<file path="src/rtl/pll_supervisor.sv">
// Reset, lock-qualification and staggered clock-enable sequencer for an altpll instance.
// Runs on the PLL reference clock; retries on lock timeout or loss, faults once retries run out.
module pll_supervisor #(
    parameter int unsigned NCLK         = 3,
    parameter int unsigned RESET_CYCLES = 16,
    parameter int unsigned LOCK_CYCLES  = 256,
    parameter int unsigned LOCK_TIMEOUT = 65536,
    parameter int unsigned ENA_STAGGER  = 8,
    parameter int unsigned MAX_RETRIES  = 3
) (
    input  logic            i_clk,
    input  logic            i_areset_n,
    input  logic            i_pll_locked,
    input  logic            i_restart,
    output logic            o_pll_areset,
    output logic [NCLK-1:0] o_clkena,
    output logic            o_ready,
    output logic            o_fault,
    output logic [((MAX_RETRIES > 0) ? $clog2(MAX_RETRIES + 1) : 1)-1:0] o_retries
);

    localparam int unsigned RW      = (MAX_RETRIES > 0) ? $clog2(MAX_RETRIES + 1) : 1;
    localparam int unsigned LAST_EN = (NCLK - 1) * ENA_STAGGER;
    localparam int unsigned MAX_AB  = (RESET_CYCLES > LOCK_CYCLES) ? RESET_CYCLES : LOCK_CYCLES;
    localparam int unsigned MAX_CD  = (LOCK_TIMEOUT > LAST_EN + 1) ? LOCK_TIMEOUT : LAST_EN + 1;
    localparam int unsigned CNT_MAX = (MAX_AB > MAX_CD) ? MAX_AB : MAX_CD;
    localparam int unsigned CW      = (CNT_MAX > 1) ? $clog2(CNT_MAX) : 1;

    typedef enum logic [2:0] {
        ST_RESET,
        ST_WAIT_LOCK,
        ST_FILTER,
        ST_ENABLE,
        ST_RUN,
        ST_FAULT
    } state_t;

    state_t            state_q, state_d;
    logic [CW-1:0]     cnt_q, cnt_d;
    logic [1:0]        sync_q, sync_d;
    logic [RW-1:0]     retries_q, retries_d;
    logic              areset_q, areset_d;
    logic [NCLK-1:0]   clkena_q, clkena_d;
    logic              ready_q, ready_d;
    logic              fault_q, fault_d;
    logic              lck;
    logic              retry;

    assign lck = sync_q[1];

    // Next state, shared counter and registered outputs; outputs follow the next state
    always_comb begin
        state_d   = state_q;
        cnt_d     = cnt_q + CW'(1);
        sync_d    = {sync_q[0], i_pll_locked};
        retries_d = retries_q;
        retry     = 1'b0;

        case (state_q)
            ST_RESET: begin
                if (cnt_q == CW'(RESET_CYCLES - 1)) state_d = ST_WAIT_LOCK;
            end
            ST_WAIT_LOCK: begin
                if (lck) state_d = ST_FILTER;
                else if (cnt_q == CW'(LOCK_TIMEOUT - 1)) retry = 1'b1;
            end
            ST_FILTER: begin
                if (!lck) state_d = ST_WAIT_LOCK;
                else if (cnt_q == CW'(LOCK_CYCLES - 1)) state_d = ST_ENABLE;
            end
            ST_ENABLE: begin
                if (!lck) retry = 1'b1;
                else if (cnt_q == CW'(LAST_EN)) state_d = ST_RUN;
            end
            ST_RUN: begin
                if (!lck) retry = 1'b1;
            end
            ST_FAULT: begin
                state_d = ST_FAULT;
            end
            default: state_d = ST_RESET;
        endcase

        if (retry) begin
            if (retries_q == RW'(MAX_RETRIES)) begin
                state_d = ST_FAULT;
            end else begin
                retries_d = retries_q + RW'(1);
                state_d   = ST_RESET;
            end
        end

        if (state_d == ST_RUN) retries_d = '0;

        // Counter only runs in timed states; RUN and FAULT park it at zero
        if ((state_d != state_q) || (state_d == ST_RUN) || (state_d == ST_FAULT)) cnt_d = '0;

        if (i_restart) begin
            state_d   = ST_RESET;
            retries_d = '0;
            cnt_d     = '0;
        end

        areset_d = (state_d == ST_RESET) || (state_d == ST_FAULT);
        ready_d  = (state_d == ST_RUN);
        fault_d  = (state_d == ST_FAULT);

        clkena_d = '0;
        if (state_d == ST_RUN) begin
            clkena_d = clkena_q;
        end else if (state_d == ST_ENABLE) begin
            clkena_d = clkena_q;
            for (int unsigned k = 0; k < NCLK; k++) begin
                if (cnt_d == CW'(k * ENA_STAGGER)) clkena_d[k] = 1'b1;
            end
        end
    end

    always_ff @(posedge i_clk or negedge i_areset_n) begin
        if (!i_areset_n) begin
            state_q   <= ST_RESET;
            cnt_q     <= '0;
            sync_q    <= '0;
            retries_q <= '0;
            areset_q  <= 1'b1;
            clkena_q  <= '0;
            ready_q   <= 1'b0;
            fault_q   <= 1'b0;
        end else begin
            state_q   <= state_d;
            cnt_q     <= cnt_d;
            sync_q    <= sync_d;
            retries_q <= retries_d;
            areset_q  <= areset_d;
            clkena_q  <= clkena_d;
            ready_q   <= ready_d;
            fault_q   <= fault_d;
        end
    end

    assign o_pll_areset = areset_q;
    assign o_clkena     = clkena_q;
    assign o_ready      = ready_q;
    assign o_fault      = fault_q;
    assign o_retries    = retries_q;

endmodule

</file>
<file path="config.mk">
export PLATFORM = sky130hd
export DESIGN_NAME = pll_supervisor
export DESIGN_NICKNAME = d
export VERILOG_FILES = /design/src/rtl/pll_supervisor.sv
export SDC_FILE = /design/constraint.sdc
export NUM_CORES = 1
export LEC_CHECK = 0
export CAP_MARGIN = 20
export CELL_PAD_IN_SITES_DETAIL_PLACEMENT = 1
export CELL_PAD_IN_SITES_GLOBAL_PLACEMENT = 2
export CORE_MARGIN = 1.5
export CORE_UTILIZATION = 31
export DETAILED_ROUTE_END_ITERATION = 6
export PLACE_DENSITY = 0.76
export SYNTH_ARGS = -nofsm -noshare
export SYNTH_HDL_FRONTEND = slang
export SYNTH_SLANG_ARGS = --single-unit
</file>
<file path="constraint.sdc">
create_clock -name i_clk -period 5.35 [get_ports i_clk]
set_input_delay 1.07 -clock i_clk [delete_from_list [all_inputs] [get_ports i_clk]]
set_output_delay 1.07 -clock i_clk [all_outputs]
set_load 0.02 [all_outputs]
</file>
==> results of run 1 <==
[power breakdown]
part	total [W]	switching [W]	internal (W)
Sequential	0.000229	0.00000674	0.000222
Clock	0.000244	0.0000918	0.000152
Combinational	0.0000256	0.0000156	0.00000993
Total	0.000498	0.000114	0.000384
[cell type report]
cell class                      instances  area, um2  area share [%]
Clock buffer                            7       86.3            3.76
Clock inverter                          1       30.0            1.31
Inverter                                9       33.8            1.47
Multi-Input combinational cell        160       1210            52.5
Sequential cell                        29        727            31.6
Tap cell                               77       96.3            4.19
Timing Repair Buffer                   12        118            5.12
[cells by family after synthesis]
| logic type | share of synthesized area [%] |
|---|---|
| AO/OA/AOI/OAI | 19.0 |
| XOR/XNOR | 5.88 |
| AND/OR/NAND/NOR | 29.5 |
| multiplexers | 1.68 |
| flip-flops | 34.9 |
| buffers and inverters | 7.20 |
| adder cells (fa/ha/maj) | 1.80 |
[layer usage]
metal | part of all wire (%) | up-vias | global-route usage, %
met2 | 45 | 22 | 22.7
met4 | 1.5 | 0 | 5.37
met5 | 0 | - | 0
li1 | - | 796 | -
met1 | 52 | 837 | 22.2
met3 | 2.2 | 7 | 2.63
[cell usage in the layout, fill, tap and decap left out, types with 3 or more instances in the layout]
| cell | n |
|---|---|
| sky130_fd_sc_hd__nand4_1 | 10 |
| sky130_fd_sc_hd__xnor2_1 | 11 |
| sky130_fd_sc_hd__and3_1 | 3 |
| sky130_fd_sc_hd__nor4_2 | 3 |
| sky130_fd_sc_hd__a21oi_1 | 6 |
| sky130_fd_sc_hd__o211ai_1 | 4 |
| sky130_fd_sc_hd__nor3_1 | 4 |
| sky130_fd_sc_hd__ha_1 | 3 |
| sky130_fd_sc_hd__clkdlybuf4s50_1 | 11 |
| sky130_fd_sc_hd__xor2_1 | 3 |
| sky130_fd_sc_hd__clkbuf_8 | 6 |
| sky130_fd_sc_hd__nor2_1 | 27 |
| sky130_fd_sc_hd__inv_1 | 9 |
| sky130_fd_sc_hd__dfrtp_1 | 28 |
| sky130_fd_sc_hd__nand2_1 | 8 |
| sky130_fd_sc_hd__nand3_1 | 6 |
| sky130_fd_sc_hd__a31oi_1 | 4 |
| sky130_fd_sc_hd__nand2b_1 | 4 |
[registers in the layout, indices dropped and copies added (netlist names)]
register	cells
o_pll_areset	1
o_clkena	3
o_retries	2
sync_q	2
cnt_q	16
state_q	3
o_ready	1
o_fault	1
[through the flow]
step | util, % | instances | hold slack [ns] | setup WS, ns
4_1_cts | 35.8 | 295 | 0.356 | 2.56
6_report | 35.8 | 295 | 0.353 | 2.59
5_1_grt | 35.8 | 295 | 0.371 | 2.40
3_5_place_dp | 34.0 | 287 | 0.340 | 2.27
3_3_place_gp | 34.0 | 287 | 0.336 | 2.34
2_1_floorplan | - | 214 | 0.331 | 3.19
[final timing paths]
kind	to	slack [ns]	cells past startpoint
max reg2reg	o_clkena[0]$_DFFE_PN0P_	2.60	7
min in group asynchronous	cnt_q[11]$_DFF_PN0_	1.17	2
max in group asynchronous	o_pll_areset$_DFF_PN1_	3.83	2
max	o_clkena[2]$_DFFE_PN0P_	2.59	6
min reg2reg	sync_q[1]$_DFF_PN0_	0.35	0
min	sync_q[1]$_DFF_PN0_	0.35	0
==> qor.json, run 1 <==
{
  "status": {
    "status": "finished with violations",
    "violations": "DRC"
  },
  "cts": {
    "clock-sinks": 29,
    "cts.clk_slew.worst_paths_ns": 0.07,
    "cts.path.max_buffers": 2,
    "cts-resized-gates": 0,
    "cts_htree_levels": 2,
    "clk_latency_ns": 0.28,
    "cts_tree": "built",
    "numCtsBuffers": 5,
    "post_cts_hold_buffer_count": 0,
    "cts_root_buf": "sky130_fd_sc_hd__clkbuf_8",
    "setup_buffers_after_cts": 0
  },
  "synthesis": {
    "syn_nets": 221,
    "ys_ff_latch": 29,
    "netlist_top_cells_area": "sky130_fd_sc_hd__dfrtp_1 34%, sky130_fd_sc_hd__nor2_1 4.9%, sky130_fd_sc_hd__xnor2_1 4.6%, sky130_fd_sc_hd__nand4_1 3.0%, sky130_fd_sc_hd__buf_6 2.2%",
    "synth_largest_type_area_fraction_pct": 33.6,
    "synth-async-reset-ratio_pct": 100,
    "synth_edf_count": 0,
    "syn-instance-count": 214,
    "most_repeated_cell_in_the_gate_level_netlist_after_synthesis": "sky130_fd_sc_hd__dfrtp_1",
    "netlist_area_mm2": 0.00208,
    "synth_top_cells_by_count": "28 x sky130_fd_sc_hd__dfrtp_1, 27 x sky130_fd_sc_hd__nor2_1, 11 x sky130_fd_sc_hd__xnor2_1",
    "yosysUniqueCellTypes": 71,
    "synth_sequential_area_ratio_pct": 34.9,
    "dominantRegCellSynth": "sky130_fd_sc_hd__dfrtp_1",
    "synth.yosys.warnings": 0,
    "syn-mean-instance-area_um2": 9.74,
    "yosys.area.top_type": "sky130_fd_sc_hd__dfrtp_1"
  },
  "hold_path": {
    "worst_hold_startpoint": "sync_q[0]$_DFF_PN0_",
    "classification_of_the_worst_slack_hold_path": "flop to flop"
  },
  "detailed_routing": {
    "detail_route.wl_per_cell_um": 17.4,
    "detail_route.iter0.violations": 60,
    "route.detailed.drc": 1,
    "post_drt_via_cell_ratio": 5.63,
    "routed-via-count": 1662,
    "firstDrtPassIters": 6,
    "post_route_wl_mm": 5.13,
    "drtAntennaViolNets": 0
  },
  "die": {
    "dieWidth_um": 85,
    "die_height_um": 85,
    "die-area_mm2": 0.00723,
    "initial_utilization_pct": 32.5,
    "core-area_mm2": 0.00642,
    "ioPinCount": 12,
    "rows": 29
  },
  "sta": {
    "hold_viol_final": 0,
    "timing.final.crit_share_pct": 51.6,
    "tightestPinTransition_ns": 0.789,
    "count_of_endpoints_failing_setup_in_the_final_report": 0,
    "fmax_ghz": 0.362,
    "grt_setup_unrepaired": "no",
    "maxSlewHeadroom_pct": 47.3,
    "slew_violations": 0,
    "clock_period_minus_worst_slack_ns": 2.76,
    "finClkSkew_ns": 0.00346,
    "setup_tns_ns": 0
  },
  "setup_path": {
    "critPathKind": "primary input to flop",
    "worst_ep_arrival_time_ns": 2.96,
    "crit_chain": "clkdlybuf4s50_1 > nand2b_1 > nand4_1 > a2111oi_4 > a31oi_1 > nor4_2",
    "critPathLaunchType": "primary input",
    "cp.required_ns": 5.55,
    "critical_path.reg2reg.startpoint": "cnt_q[0]$_DFF_PN0_",
    "family_with_the_most_delay_on_the_worst_path": "buffers and inverters",
    "cp-startpoint": "i_restart",
    "critical_path.endpoint_type": "flop",
    "critical_path.n_buffers_inverters": 1,
    "critPathMaxFanout": 17,
    "critPathMaxStageDelay_ns": 0.83,
    "crit_path_top_delay_cell": "sky130_fd_sc_hd__clkdlybuf4s50_1"
  },
  "final_layout": {
    "area_growth_syn_to_layout_pct": 10.3,
    "nets": 224,
    "antennaDiodeCount": 0,
    "fillers": 716,
    "post_route_cells_drive_above_1_share_pct": 16.5,
    "postLayoutCellArea_mm2": 0.00230
  },
  "placed_design": {
    "detailed_place.area_mm2": 0.00218,
    "hpwlAfterDp_mm": 3.60,
    "placement.io_buffers": 11,
    "globalplace.congestion": 0.750
  },
  "grt": {
    "gr-total-overflow": 0,
    "antenna_found_initial": 0,
    "largest_net_degree_at_the_start_of_global_routing": 30,
    "grt_util_all_layers_pct": 15.2,
    "grt_pass1_vias": 1609,
    "grt_pass1_wl_mm": 8.58
  },
  "run": {
    "maxCapViolations": 0
  },
  "power": {
    "totalPowerFinal_w": 0.000498,
    "p_leak_nw": 0.917,
    "ir_worst_vdd_uv": 96.5,
    "power.density_cell_area_mw_per_mm2": 217
  }
}
No activity file was read; power rests on OpenSTA's default activity.
==> run 2: changes to the inputs <==
==> constraint.sdc (replaced) <==
create_clock -name i_clk -period 2.6 [get_ports i_clk]
set_input_delay 0.52 -clock i_clk [delete_from_list [all_inputs] [get_ports i_clk]]
set_output_delay 0.52 -clock i_clk [all_outputs]
set_load 0.02 [all_outputs]
==> run 2 against run 1 <==
The run still ends with DRC left. Setup slack worse by 2.3 ns. First-iteration DRC count is 20% lower. Global-route usage increased by 0.65 points. Core utilization grew 0.86 points. Routed wire length up 1.7%. Non-clock buffer count is 9 higher. Sequential power increased by 100%. Power rose by 93%. Critical path type is now flop to flop. Largest cell class unchanged.
==> qor.json, run 2 (synthesis results as in run 1) <==
{
  "grt": {
    "grt_pass1_vias": 1739,
    "grt_most_used_layer": "met2",
    "grt_pass1_wl_mm": 8.89,
    "gr-usage-met2_pct": 25.3,
    "gr-total-overflow": 0,
    "grt_util_all_layers_pct": 15.9,
    "groute.layer.met3.usage_pct": 3.21,
    "antenna_found_initial": 0,
    "global_route.usage.met1_pct": 21.0,
    "largest_net_degree_at_the_start_of_global_routing": 30
  },
  "final_layout": {
    "max_flop_register": "cnt_q",
    "largest_register_ffs": 16,
    "nets": 233,
    "postLayoutCellArea_mm2": 0.00235,
    "antennaDiodeCount": 0,
    "most-common-layout-cells": "28 x sky130_fd_sc_hd__dfrtp_1, 27 x sky130_fd_sc_hd__nor2_1, 11 x sky130_fd_sc_hd__xnor2_1, 11 x sky130_fd_sc_hd__clkdlybuf4s50_1",
    "area_taken_by_flip_flops_and_latches_um2": 727,
    "area_growth_syn_to_layout_pct": 12.9,
    "multiInputGateArea_mm2": 0.00121,
    "fillers": 734,
    "final_common_cell": "sky130_fd_sc_hd__dfrtp_1",
    "post_route_cells_drive_above_1_share_pct": 20.7,
    "post-route-util_pct": 36.6
  },
  "status": {
    "violations": "DRC",
    "status": "finished with violations"
  },
  "detailed_routing": {
    "post_drt_via_cell_ratio": 5.49,
    "detail_route.iter0.violations": 48,
    "firstDrtPassIters": 6,
    "post_route_wl_mm": 5.21,
    "route.detailed.drc": 1,
    "routed-via-count": 1668,
    "drtAntennaViolNets": 0,
    "detail_route.wl_per_cell_um": 17.1
  },
  "cts": {
    "cts_tree": "built",
    "numCtsBuffers": 5,
    "post_cts_hold_buffer_count": 0,
    "cts_htree_levels": 2,
    "cts.clk_slew.worst_paths_ns": 0.08,
    "cts.path.max_buffers": 2,
    "cts_root_buf": "sky130_fd_sc_hd__clkbuf_8",
    "clk_latency_ns": 0.30,
    "clock-sinks": 29,
    "setup_buffers_after_cts": 0,
    "cts-resized-gates": 0
  },
  "power": {
    "p_leak_nw": 0.957,
    "totalPowerFinal_w": 0.000963,
    "ir_worst_vdd_uv": 194,
    "power.density_cell_area_mw_per_mm2": 409
  },
  "die": {
    "die-area_mm2": 0.00723,
    "dieWidth_um": 85,
    "core-area_mm2": 0.00642,
    "ioPinCount": 12,
    "initial_utilization_pct": 32.5,
    "rows": 29,
    "die_height_um": 85
  },
  "sta": {
    "fmax_ghz": 0.424,
    "timing.final.crit_share_pct": 90.6,
    "grt_setup_unrepaired": "no",
    "slew_violations": 0,
    "tightestPinTransition_ns": 0.483,
    "count_of_endpoints_failing_setup_in_the_final_report": 0,
    "clock_period_minus_worst_slack_ns": 2.36,
    "setup_tns_ns": 0,
    "final_worst_hold_slack_ns": 0.357,
    "maxSlewHeadroom_pct": 67.7,
    "finClkSkew_ns": 0.0119,
    "hold_viol_final": 0
  },
  "setup_path": {
    "crit_path_top_delay_cell": "sky130_fd_sc_hd__dfrtp_1",
    "critPathLaunchType": "flop",
    "critPathMaxFanout": 9,
    "critPathMaxStageDelay_ns": 0.49,
    "cp.required_ns": 2.84,
    "critPathKind": "flop to flop",
    "worst_ep_arrival_time_ns": 2.59,
    "crit_chain": "ha_2 > nand3_1 > nor4b_1 > o21ai_0 > a2111oi_4 > and3_1 > a311o_1",
    "critical_path.endpoint_type": "flop"
  },
  "placed_design": {
    "detailed_place.area_mm2": 0.00225,
    "hpwlAfterDp_mm": 3.84,
    "globalplace.congestion": 0.735,
    "placement.io_buffers": 11
  },
  "hold_path": {
    "classification_of_the_worst_slack_hold_path": "flop to flop"
  },
  "run": {
    "maxCapViolations": 0
  }
}
-- run 2: cell count changes in the layout (fill, tap and decap cells not counted), sizes merged --
| cell | before | now |
|---|---|---|
| buf | 1 | 10 |
| bufinv | 1 | 0 |
| clkinv | 0 | 1 |
-- run 2: power by group --
part	switching, W	internal, W
registers	0.0000104	0.000457
logic	0.0000365	0.0000250
clock network	0.000195	0.000239
-- run 2: layer usage --
layer	up-vias	wire length [um]
met5	-	0
met4	0	124
met3	9	176
met2	24	2410
met1	825	2500
li1	810	-
-- run 2: area by class of cell --
class	instances	share of cell area, %
Multi-Input combinational cell	160	51.4
Sequential cell	29	30.9
Clock buffer	7	4.09
Inverter	9	1.44
Timing Repair Buffer	21	7.87
Clock inverter	1	0.213
Tap cell	77	4.09
-- run 2: metrics by stage --
stage / std cells / setup slack, ns
global route: 304 / 0.0334
finish: 304 / 0.243
floorplan: 214 / 0.436
detailed placement: 296 / 0.174
global placement: 296 / 0.246
CTS: 304 / 0.168
-- run 2: final timing paths --
check	slack, ns	cells after the start	to	start
hold / removal	0.36	0	sync_q[1]$_DFF_PN0_	sync_q[0]$_DFF_PN0_
min in group asynchronous	0.61	2	cnt_q[13]$_DFF_PN0_	i_areset_n
setup reg to reg	0.24	7	o_clkena[0]$_DFFE_PN0P_	cnt_q[0]$_DFF_PN0_
max in group asynchronous	1.65	2	o_pll_areset$_DFF_PN1_	i_areset_n
hold reg to reg	0.36	0	sync_q[1]$_DFF_PN0_	sync_q[0]$_DFF_PN0_
setup / recovery	0.24	7	o_clkena[0]$_DFFE_PN0P_	cnt_q[0]$_DFF_PN0_
-- run 2: worst max-delay path, delay by kind of cell (launching register included) --
family | cells | cell delay [ns]
compound gates | 3 | 0.72
simple gates | 3 | 0.76
fa+ha+maj | 1 | 0.33
flops | 1 | 0.49
==> run 3: changes to the inputs <==
--- a/config.mk
+++ b/config.mk
@@ -10,6 +10,7 @@
 export CELL_PAD_IN_SITES_GLOBAL_PLACEMENT = 2
 export CORE_MARGIN = 1.5
 export CORE_UTILIZATION = 31
+export CTS_CLUSTER_DIAMETER = 30
 export DETAILED_ROUTE_END_ITERATION = 6
 export PLACE_DENSITY = 0.76
 export SYNTH_ARGS = -nofsm -noshare
==> results of run 3 <==
Final layout, timing and power as in run 2 (identical DEF).
